--- src/rtl/seg7_pkg.sv ---
// ---------------------------------------------------------------------------
// seg7_pkg
// Shared constants for the seven-segment capture block:
//   - active-low segment patterns for digits 0-9 and blank, written as
//     [0:6] = {a,b,c,d,e,f,g}, so the literal reads a..g from left to right
//   - internal code values for blank and for an unrecognised pattern
//   - number of digits captured
// ---------------------------------------------------------------------------
package seg7_pkg;

    typedef logic [3:0] code_t;
    typedef logic [0:6] seg_t;

    localparam int NUM_DIGITS = 4;

    localparam seg_t PAT_0     = 7'b0000001;
    localparam seg_t PAT_1     = 7'b1001111;
    localparam seg_t PAT_2     = 7'b0010010;
    localparam seg_t PAT_3     = 7'b0000110;
    localparam seg_t PAT_4     = 7'b1001100;
    localparam seg_t PAT_5     = 7'b0100100;
    localparam seg_t PAT_6     = 7'b0100000;
    localparam seg_t PAT_7     = 7'b0001111;
    localparam seg_t PAT_8     = 7'b0000000;
    localparam seg_t PAT_9     = 7'b0000100;
    localparam seg_t PAT_BLANK = 7'b1111111;

    localparam code_t CODE_BLANK   = 4'hF;
    localparam code_t CODE_ILLEGAL = 4'hE;

endpackage

--- src/rtl/seg7_to_code.sv ---
// ---------------------------------------------------------------------------
// seg7_to_code
// Purely combinational pattern-to-code table.
//   pattern [0:6] : active-low segment pattern, index 0 = segment a
//   code    [3:0] : 0-9 for digits, 4'hF for blank, 4'hE for anything else
// ---------------------------------------------------------------------------
module seg7_to_code (
    input  logic [0:6] pattern,
    output logic [3:0] code
);
    import seg7_pkg::*;

    always_comb begin
        case (pattern)
            PAT_0:     code = 4'd0;
            PAT_1:     code = 4'd1;
            PAT_2:     code = 4'd2;
            PAT_3:     code = 4'd3;
            PAT_4:     code = 4'd4;
            PAT_5:     code = 4'd5;
            PAT_6:     code = 4'd6;
            PAT_7:     code = 4'd7;
            PAT_8:     code = 4'd8;
            PAT_9:     code = 4'd9;
            PAT_BLANK: code = CODE_BLANK;
            default:   code = CODE_ILLEGAL;
        endcase
    end

endmodule

--- src/rtl/seg7_capture_bcd.sv ---
// ---------------------------------------------------------------------------
// seg7_capture_bcd
// Captures a multiplexed, active-low seven-segment bus and turns it into
// debounced BCD digits. A digit only commits after STABLE_CNT consecutive
// identical samples addressed to it.
//   CLOCK_50         : sole clock, rising edge
//   RESET            : synchronous, active-high
//   HEX_IN  [0:6]    : segment bus, 0 = lit, index 0 = segment a
//   DIG_SEL [3:0]    : one-hot digit strobe for the current HEX_IN
//   BCD_OUT [15:0]   : committed digits, digit n in [4n+3:4n], F = blank
//   ERR     [3:0]    : last commit on digit n was an unrecognised pattern
//   VALID            : one-cycle pulse after any BCD_OUT/ERR change
// Pipeline: bus registered at edge k, count update and commit at edge k+1.
// ---------------------------------------------------------------------------
module seg7_capture_bcd #(
    parameter int STABLE_CNT = 4
) (
    input  logic        CLOCK_50,
    input  logic        RESET,
    input  logic [0:6]  HEX_IN,
    input  logic [3:0]  DIG_SEL,
    output logic [15:0] BCD_OUT,
    output logic [3:0]  ERR,
    output logic        VALID
);
    import seg7_pkg::*;

    localparam logic [3:0] STABLE_LIM = 4'(STABLE_CNT);

    logic [0:6] hex_reg;
    logic [3:0] sel_reg;
    logic [3:0] code;
    logic       sample_ok;
    logic [3:0] change;
    logic       valid_reg;

    // Stage 1: register the raw bus. Clearing the strobe on reset is what
    // discards the sample that was in flight.
    always_ff @(posedge CLOCK_50) begin
        if (RESET) begin
            hex_reg <= PAT_BLANK;
            sel_reg <= '0;
        end else begin
            hex_reg <= HEX_IN;
            sel_reg <= DIG_SEL;
        end
    end

    seg7_to_code u_decode (
        .pattern (hex_reg),
        .code    (code)
    );

    // Zero or multi-hot strobes are bus glitches and are ignored outright.
    assign sample_ok = $onehot(sel_reg);

    genvar gi;
    generate
        for (gi = 0; gi < NUM_DIGITS; gi++) begin : g_digit
            logic [3:0] cand_reg;
            logic [3:0] cnt_reg;
            logic [3:0] field_reg;
            logic       err_reg;
            logic       hit;
            logic       same;
            logic       commit;

            assign hit  = sample_ok & sel_reg[gi];
            assign same = (code == cand_reg);
            // Commit only on the step into STABLE_CNT; once saturated the
            // count holds and no further commits fire.
            assign commit = hit & same & (cnt_reg == (STABLE_LIM - 4'd1));

            assign change[gi] = commit &
                ((code == CODE_ILLEGAL) ? ~err_reg
                                        : (err_reg | (field_reg != code)));

            always_ff @(posedge CLOCK_50) begin
                if (RESET) begin
                    cand_reg  <= CODE_BLANK;
                    cnt_reg   <= 4'd0;
                    field_reg <= CODE_BLANK;
                    err_reg   <= 1'b0;
                end else if (hit) begin
                    if (same) begin
                        if (cnt_reg < STABLE_LIM) begin
                            cnt_reg <= cnt_reg + 4'd1;
                        end
                    end else begin
                        cand_reg <= code;
                        cnt_reg  <= 4'd1;
                    end
                    if (commit) begin
                        if (code == CODE_ILLEGAL) begin
                            // Keep the last good digit visible, flag the error.
                            err_reg <= 1'b1;
                        end else begin
                            field_reg <= code;
                            err_reg   <= 1'b0;
                        end
                    end
                end
            end

            assign BCD_OUT[4*gi +: 4] = field_reg;
            assign ERR[gi]            = err_reg;
        end
    endgenerate

    always_ff @(posedge CLOCK_50) begin
        if (RESET) begin
            valid_reg <= 1'b0;
        end else begin
            valid_reg <= |change;
        end
    end

    assign VALID = valid_reg;

endmodule

--- config.mk ---
export PLATFORM = sky130hd
export DESIGN_NAME = seg7_capture_bcd
export DESIGN_NICKNAME = d
export VERILOG_FILES = /design/src/rtl/seg7_pkg.sv /design/src/rtl/seg7_to_code.sv /design/src/rtl/seg7_capture_bcd.sv
export SDC_FILE = /design/constraint.sdc
export NUM_CORES = 1
export LEC_CHECK = 0
export ABC_AREA = 1
export CAP_MARGIN = 25
export CORE_AREA = 3 3 90 92
export CTS_CLUSTER_DIAMETER = 120
export CTS_CLUSTER_SIZE = 16
export DETAILED_ROUTE_END_ITERATION = 8
export DIE_AREA = 0 0 93 95
export PLACE_DENSITY = 0.69
export SLEW_MARGIN = 40
export SYNTH_ARGS = -nofsm -noshare
export SYNTH_HDL_FRONTEND = slang
export SYNTH_SLANG_ARGS = --single-unit
--- constraint.sdc ---
create_clock -name CLOCK_50 -period 6.63 [get_ports CLOCK_50]
set_input_delay 0.9945 -clock CLOCK_50 [delete_from_list [all_inputs] [get_ports CLOCK_50]]
set_output_delay 0.9945 -clock CLOCK_50 [all_outputs]
set_load 0.01 [all_outputs]
# After elaboration in Yosys (flattened, before gate mapping)
# Cells that the tools add are included.
[classes] n_addsub=7 order_cmp=4 eq_ne=28 muxes=14 bitwise=29 n_reduce_logical=18
[ops] operator="one-hot mux 4 bit (11 select lines)" count=1
[ops] operator="2-to-1 mux 4 bit" count=8
[ops] operator="AND reduction 2 bit" count=12
[ops] operator="== test 7 bit (second input constant)" count=3
[ops] operator="adder 4 x 1 -> 4 bit (second input constant)" count=4
[ops] operator="AND 1 bit" count=16
[ops] operator="== test 4 x 2 -> 1 bit (second input constant)" count=4
[ops] operator="== test 4 bit" count=4
[ops] operator="less-than comparator 4 x 3 -> 1 bit (second input constant)" count=4
[ops] operator="!= test 4 bit" count=4
[ops] operator="== test 7 x 3 -> 1 bit (second input constant)" count=2
[ops] operator="== test 7 x 6 -> 1 bit (second input constant)" count=2
[ops] operator="AND reduction 3 bit" count=4
[ops] operator="NOT 1 bit" count=9
[ops] operator="!= test 2 x 1 -> 1 bit (second input constant)" count=4
[ops] operator="== test 7 x 1 -> 1 bit (second input constant)" count=1
[ops] operator="== test 7 x 4 -> 1 bit (second input constant)" count=1
[ops] operator="== test 7 x 5 -> 1 bit (second input constant)" count=1
[ops] operator="zero test 7 bit" count=1
[ops] operator="2-to-1 mux 1 bit" count=5
[ops] operator="adder 1 x 1 -> 2 bit" count=2
[ops] operator="== test 4 bit (second input constant)" count=1
[ops] operator="OR 1 bit" count=4
[ops] operator="OR reduction 4 bit" count=1
[ops] operator="2 further kinds" count=2
[totals] ff_bits=64 input_bits=13 output_inout_bits=21 wordCells=119

# Logic depth before layout (Yosys ltp)
# Gate-level depths: netlist of the first run.
[logic_depth] ltp_word=8 depth_mapped=18 mapped_depth_nobuf=17

# Hierarchy
# Synthesis of the first run repeated with hierarchy kept, for this count alone.
[unflattened] cells_unflattened=497 hier_area_um2=3583.4
[modules_own_cells] mod="seg7_capture_bcd" n_inst=1 cells_per_inst=439 area_per_inst_um2=3309.4 seq_area_each_um2=1281.2
[modules_own_cells] mod="seg7_to_code" n_inst=1 cells_per_inst=58 area_per_inst_um2=274.0 seq_area_each_um2=0.0

# Least setup slack after synthesis of the first run
# Ideal clock, no wire load.
[synth_timing] kind="register to register" startpoint="reg sel_reg[0]" endpoint="reg g_digit[3].field_reg[0]" setup_time_ps=138 arrival_ps=2789 required_ps=6492 path_slack_ps=3703 path_stages_with_launch=15 n_path_buf=0 synth_period_minus_slack_ps=2927 path_cell_list="dfxtp_1 inv_1 fa_1 inv_1 ha_1 ha_1 nor3_1 inv_1 nor2_1 inv_1 nor3_1 and2_1 nand2_4 o21ai_1 o211ai_1"
[synth_via] elab_chain_cells=7
[synth_rtl] element="start: declaration" line_no="seg7_capture_bcd.sv:31" source="logic [3:0] sel_reg;"
[synth_rtl] element="start signal: assignment" line_no="seg7_capture_bcd.sv:42" source="sel_reg <= '0;"
[synth_rtl] element="start signal: assignment" line_no="seg7_capture_bcd.sv:45" source="sel_reg <= DIG_SEL;"
[synth_rtl] element="adder 1 x 1 -> 2 bit (not written as such) (*)" line_no="seg7_capture_bcd.sv:55" source="assign sample_ok = $onehot(sel_reg);"
[synth_rtl] element="adder 2 x 2 -> 3 bit (not written as such) (*)" line_no="seg7_capture_bcd.sv:55"
[synth_rtl] element="== test 3 x 1 -> 1 bit (*)" line_no="seg7_capture_bcd.sv:55"
[synth_rtl] element="AND 1 bit (*)" line_no="seg7_capture_bcd.sv:68" source="assign hit = sample_ok & sel_reg[gi];"
[synth_rtl] element="AND 1 bit (2 in a row)" line_no="seg7_capture_bcd.sv:72" source="assign commit = hit & same & (cnt_reg == (STABLE_LIM - 4'd1));"
[synth_rtl] element="AND reduction 3 bit (no source line) (*)"
[synth_rtl] element="end signal: assignment" line_no="seg7_capture_bcd.sv:98" source="field_reg <= code;"
[synth_rtl] element="end: declaration" line_no="seg7_capture_bcd.sv:62" source="logic [3:0] field_reg;"
# Mark *: on every way between the ends. The rest lies on a longest branch, timed or not.
# A chain may end at the register's enable or synchronous reset.

# Worst setup path in the final report of the first run
# Ends and elaborated chain as after synthesis.

==> flow_summary_export.csv, run 1 <==
group,metric,value,unit
logic_synthesis,synth_common_cells,"nand2_1, dfxtp_1, inv_1",
timing,tns,0,ns
power,power.switching,0.2654,mW
cts,cts_setup_buffers,0,
critical_path,endpoint_kind,"flip-flop",
cts,cts_buffers,9,
logic_synthesis,avgSynthCellArea,7.728,µm²
timing,fmax,309.8,MHz
timing,setup_viol_count_final,0,
cts,cts_hold_buf,0,
cts,insertion_delay,0.35,ns
critical_path,cp_max_fo,7,
power,switching_share,28.46,%
cts,clk_pin_slew_worst_paths,0.07,ns
routing,wirelength,7860,µm
die,coreArea,7292,µm²
grt,grt_pass1_wl,13170,µm
finish,fin_cells,603,
place,hpwl,5467,µm
routing,routed_via_density,5.007,
die,start_util,49.91,%
logic_synthesis,ys_async_sr_fraction,0,%
place,numPortBuffers,33,
timing,rsz0062_at_grt,"no",
critical_path,r2r_slack,3.40,ns
run,cap_viol_max_count,0,
critical_path,cp-start-kind,"flip-flop",
cts,cts_tree,"yes",
critical_path,critPathKind,"reg -> reg",
logic_synthesis,synth_area,3640,µm²
logic_synthesis,synth.ff_latch_count,64,
cts,cts_sinks,64,
finish,drive_above_1_share,18.65,%
power,cellPowerDensity,222.6,nW/µm²
timing,holdWs,0.4376,ns
power,p_leak,1.966,nW
logic_synthesis,ys_seq_area_share,35.20,%
grt,globalRouteOverflowTotal,0,
grt,groute.usage.overall,19.15,%
routing,via_count,3019,
logic_synthesis,ys.flop_type,"dfxtp_1",
logic_synthesis,syn_nets,491,
die,die-area,8835,µm²
routing,firstDrtPassIters,4,
cts,ctsResizeCount,0,
grt,grt_max_degree,34,
die,rows,31,
finish,diodes,0,
timing,slew_viol_final,0,
die,die_x,93,µm
cts,htreeDepth,3,
timing,skew,0.01185,ns
power,intPower,0.6673,mW
logic_synthesis,synth_cells,471,
run_status,outcome,"finished, final reports clean",
power,p_comb_share,16.8,%
timing,min_period,3.228,ns
timing,tightest_slew,0.6308,ns
logic_synthesis,netlist.area_leader.share,35.20,%
grt,grt_pass1_vias,2875,
place,globalplace.congestion,0.7901,
routing,ant_nets,0,
routing,drcViolationCount,0,
timing,period_share,48.69,%
die,die_h,95,µm
hold_path,holdCritPathClass,"reg -> reg",
finish,nets,519,
cts,clockRootBuffer,"clkbuf_8",
die,ioPinCount,34,
power,finalPower,0.9328,mW
routing,wl_per_cell,13.03,µm
grt,antenna_found_initial,0,
place,numPlacedInstances,587,
critical_path,crit_arrival,3.41,ns
cts,clockBufferDepth,2,
logic_synthesis,synth_top_area_cell,"dfxtp_1",
timing,relSlewSlack,57.88,%
logic_synthesis,synth_edf_count,0,
logic_synthesis,ys_types,43,
finish,area_growth,15.13,%
timing,finalHoldViolCount,0,
power,clkPwrFrac,39.3,%
power,seq_power_share,43.9,%
critical_path,crit_required,6.81,ns
logic_synthesis,yosys_warnings,0,
routing,dr.first_iter.drc_count,136,
logic_synthesis,yosys-top-cells-area,"dfxtp_1, nand2_1, inv_1, nand3_1, nor2_4",
logic_synthesis,yosysMostFrequentCell,"nand2_1",
power,ir_drop,0.1080,mV
worst paths after layout:
check / from / endpoint / cells after the start
max: sel_reg[0] / g_digit[3].field_reg[0] / 14
min reg2reg: g_digit[3].cnt_reg[3] / g_digit[3].cnt_reg[3] / 2
max reg2reg: sel_reg[0] / g_digit[3].field_reg[0] / 14
min: g_digit[3].cnt_reg[3] / g_digit[3].cnt_reg[3] / 2
area by class of cell:
| class | instances | area [µm²] |
|---|---|---|
| multi-input combinational | 328 | 1994 |
| tap | 99 | 123.9 |
| sequential | 64 | 1281 |
| clock buffer | 14 | 182.7 |
| fill | 702 | 3102 |
| inverter | 62 | 235.2 |
| clock inverter | 2 | 35.03 |
| timing repair buffer | 34 | 337.8 |
per-stage QoR:
stage / instance area [µm²] / utilization [%] / setup slack [ns]
after floorplan: 3640 / - / 3.703
after global placement: 3973 / 54.48 / 3.536
after detailed placement: 3973 / 54.48 / 3.432
after CTS: 4190 / 57.46 / 3.393
after global routing: 4190 / 57.46 / 3.127
final: 4190 / 57.46 / 3.402
layout by cell type, fill, tap and decap left out, types with 9 or more instances in the layout:
| cell type | netlist | final |
|---|---|---|
| a21oi_1 | 15 | 15 |
| clkbuf_8 | 0 | 13 |
| clkdlybuf4s50_1 | 0 | 33 |
| dfxtp_1 | 64 | 64 |
| inv_1 | 53 | 52 |
| inv_2 | 8 | 9 |
| nand2_1 | 111 | 111 |
| nand2_2 | 14 | 14 |
| nand2_4 | 9 | 9 |
| nand3_1 | 31 | 31 |
| nor2_1 | 34 | 34 |
| nor2_4 | 13 | 13 |
| o211ai_1 | 16 | 16 |
| o22ai_1 | 9 | 9 |
power by group through the flow:
stage               Sequential [mW]  Combinational [mW]  Clock (mW)
floorplan                     0.416               0.130           0
global placement              0.417               0.153           0
detailed placement            0.418               0.157           0
CTS                           0.409               0.158       0.374
global route                  0.411               0.175       0.388
finish                        0.409               0.157       0.367
kinds of logic after synthesis:
family	share of synthesized area [%]
AO/OA/AOI/OAI	11.10
XOR/XNOR	1.203
adder cells (fa/ha/maj)	2.613
buffers and inverters	10.00
flip-flops	35.20
AND/OR/NAND/NOR	39.88
worst max-delay path, cell delays in order (launching register included):
cell	delay [ns]
dfxtp_1	0.31
inv_1	0.06
fa_1	0.54
inv_1	0.04
ha_1	0.17
ha_1	0.27
nor3_1	0.25
inv_1	0.10
nor2_1	0.09
inv_1	0.10
nor3_1	0.49
and2_1	0.29
nand2_4	0.10
o21ai_1	0.14
o211ai_1	0.11
layer usage:
layer | global-route usage, % | part of all wire [%] | vias up
met2 | 31.91 | 47 | 47
li1 | - | - | 1570
met3 | 5.339 | 5.1 | 7
met4 | 6.105 | 1.0 | 0
met1 | 24.01 | 47 | 1395
met5 | 0 | 0 | -
No activity file was read; power rests on OpenSTA's default activity.
==> inputs of run 2 (changes only) <==
clock period = 3.1 ns   (was 6.63 ns; I/O delays follow)
==> flow_summary_export.csv, run 2 (synthesis gave the netlist of run 1 again) <==
group,metric,value,unit
run_status,outcome,"finished, final reports clean",
finish,utilization,58.37,%
power,clkPwrFrac,37.8,%
place,globalplace.congestion,0.8043,
place,dp_slack,0.09231,ns
cts,cts_tree,"yes",
die,start_util,49.91,%
power,seq_power_share,44.5,%
cts,htreeDepth,3,
cts,clockBufferDepth,2,
finish,multiInputGateArea,2012,µm²
finish,diodes,0,
die,rows,31,
timing,relSlewSlack,55.58,%
place,post_dp_cell_area,4033,µm²
grt,antenna_found_initial,0,
die,ioPinCount,34,
finish,nets,527,
place,numPortBuffers,33,
routing,wl_per_cell,12.87,µm
critical_path,cp-start-kind,"flip-flop",
timing,holdWs,0.4386,ns
power,p_comb_share,17.7,%
critical_path,crit_required,3.31,ns
timing,skew,0.008997,ns
routing,routed_via_density,4.993,
routing,via_count,3051,
power,power.switching,0.5757,mW
grt,grt_pass1_wl,13490,µm
critical_path,critPathKind,"reg -> reg",
timing,fmax,346.2,MHz
finish,final_area,4257,µm²
timing,min_period,2.889,ns
power,p_leak,1.993,nW
timing,period_share,93.19,%
timing,slew_viol_final,0,
critical_path,cp_max_fo,7,
finish,final_common_cell,"nand2_1",
cts,cts_hold_buf,0,
cts,clk_pin_slew_worst_paths,0.07,ns
finish,seq_area,1281,µm²
die,die-area,8835,µm²
finish,n_fill_cell,677,
grt,grt_pass1_vias,2923,
grt,groute.usage.overall,19.52,%
cts,insertion_delay,0.35,ns
finish,area_growth,16.95,%
place,numPlacedInstances,595,
timing,tightest_slew,0.6656,ns
timing,finalHoldViolCount,0,
run,cap_viol_max_count,0,
die,die_h,95,µm
routing,firstDrtPassIters,4,
routing,drcViolationCount,0,
hold_path,holdCritPathClass,"reg -> reg",
die,die_x,93,µm
power,switching_share,29.28,%
cts,clockRootBuffer,"clkbuf_8",
power,intPower,1.391,mW
die,coreArea,7292,µm²
power,cellPowerDensity,461.9,nW/µm²
routing,wirelength,7863,µm
critical_path,crit_arrival,3.10,ns
critical_path,endpoint_kind,"flip-flop",
finish,fin_cells,611,
cts,cts_sinks,64,
power,ir_drop,0.2906,mV
place,hpwl,5707,µm
finish,drive_above_1_share,20.90,%
grt,grt_max_degree,32,
timing,layout_setup_ws,0.2112,ns
timing,setup_viol_count_final,0,
finish,final_cell_mix,"nand2_1, dfxtp_1, inv_1, clkdlybuf4s50_1",
grt,globalRouteOverflowTotal,0,
routing,dr.first_iter.drc_count,150,
routing,ant_nets,0,
cts,cts_buffers,9,
[run 2: cell count changes in the layout (fill, tap and decap cells not counted), sizes merged]
cell / previous run / this run
clkinvlp: 0 / 2
clkinv: 1 / 2
clkbuf: 14 / 11
buf: 1 / 9
[run 2: worst max-delay path, cell delays in order, from the launching register on]
cell      delay (ns)
dfxtp_1         0.31
inv_1           0.06
fa_1            0.53
inv_1           0.04
ha_1            0.17
ha_1            0.28
nor3_2          0.22
inv_1           0.11
nor2_1          0.13
inv_1           0.12
nor3_1          0.21
and2_1          0.23
nand2_4         0.10
o21ai_1         0.15
o211ai_1        0.10
[run 2: path summary, 6_finish.rpt]
kind                         startpoint                 endpoint  slack [ns]  cells past startpoint
setup / recovery             sel_reg[0]  g_digit[3].field_reg[0]        0.21                     14
hold / removal    g_digit[2].cnt_reg[3]    g_digit[2].cnt_reg[3]        0.44                      2
setup reg to reg             sel_reg[0]  g_digit[3].field_reg[0]        0.21                     14
hold reg to reg   g_digit[2].cnt_reg[3]    g_digit[2].cnt_reg[3]        0.44                      2
[run 2: layout make-up]
type                       instances  area share [%]
clock inverter                     5           1.293
sequential                        64           30.10
timing repair buffer              42           9.347
multi-input combinational        328           47.27
clock buffer                      11           3.557
inverter                          62           5.526
tap                               99           2.910
[run 2: timing repair]
item / CTS / global route
setup endpoints to repair: 0 / 12
resized for setup: 0 / 5
buffers inserted: 0 / 0
[run 2: routing by layer]
metal	GRT usage (%)	routed length [µm]
met3	5.657	304
met2	32.27	3882
met5	0	0
met4	5.861	102
met1	24.71	3573
[run 2: power by group through the flow]
stage	clock, mW	sequential (mW)	combinational, mW
2_1_floorplan	0	0.889	0.279
3_3_place_gp	0	0.892	0.338
3_5_place_dp	0	0.894	0.345
4_1_cts	0.760	0.875	0.346
5_1_grt	0.796	0.880	0.390
6_report	0.742	0.876	0.348
[run 2: through the flow]
step / TNS [ns] / power [mW]
after CTS: 0 / 1.982
after global routing: -0.0002165 / 2.066
after floorplan: 0 / 1.168
after global placement: 0 / 1.231
after detailed placement: 0 / 1.239
final: 0 / 1.966
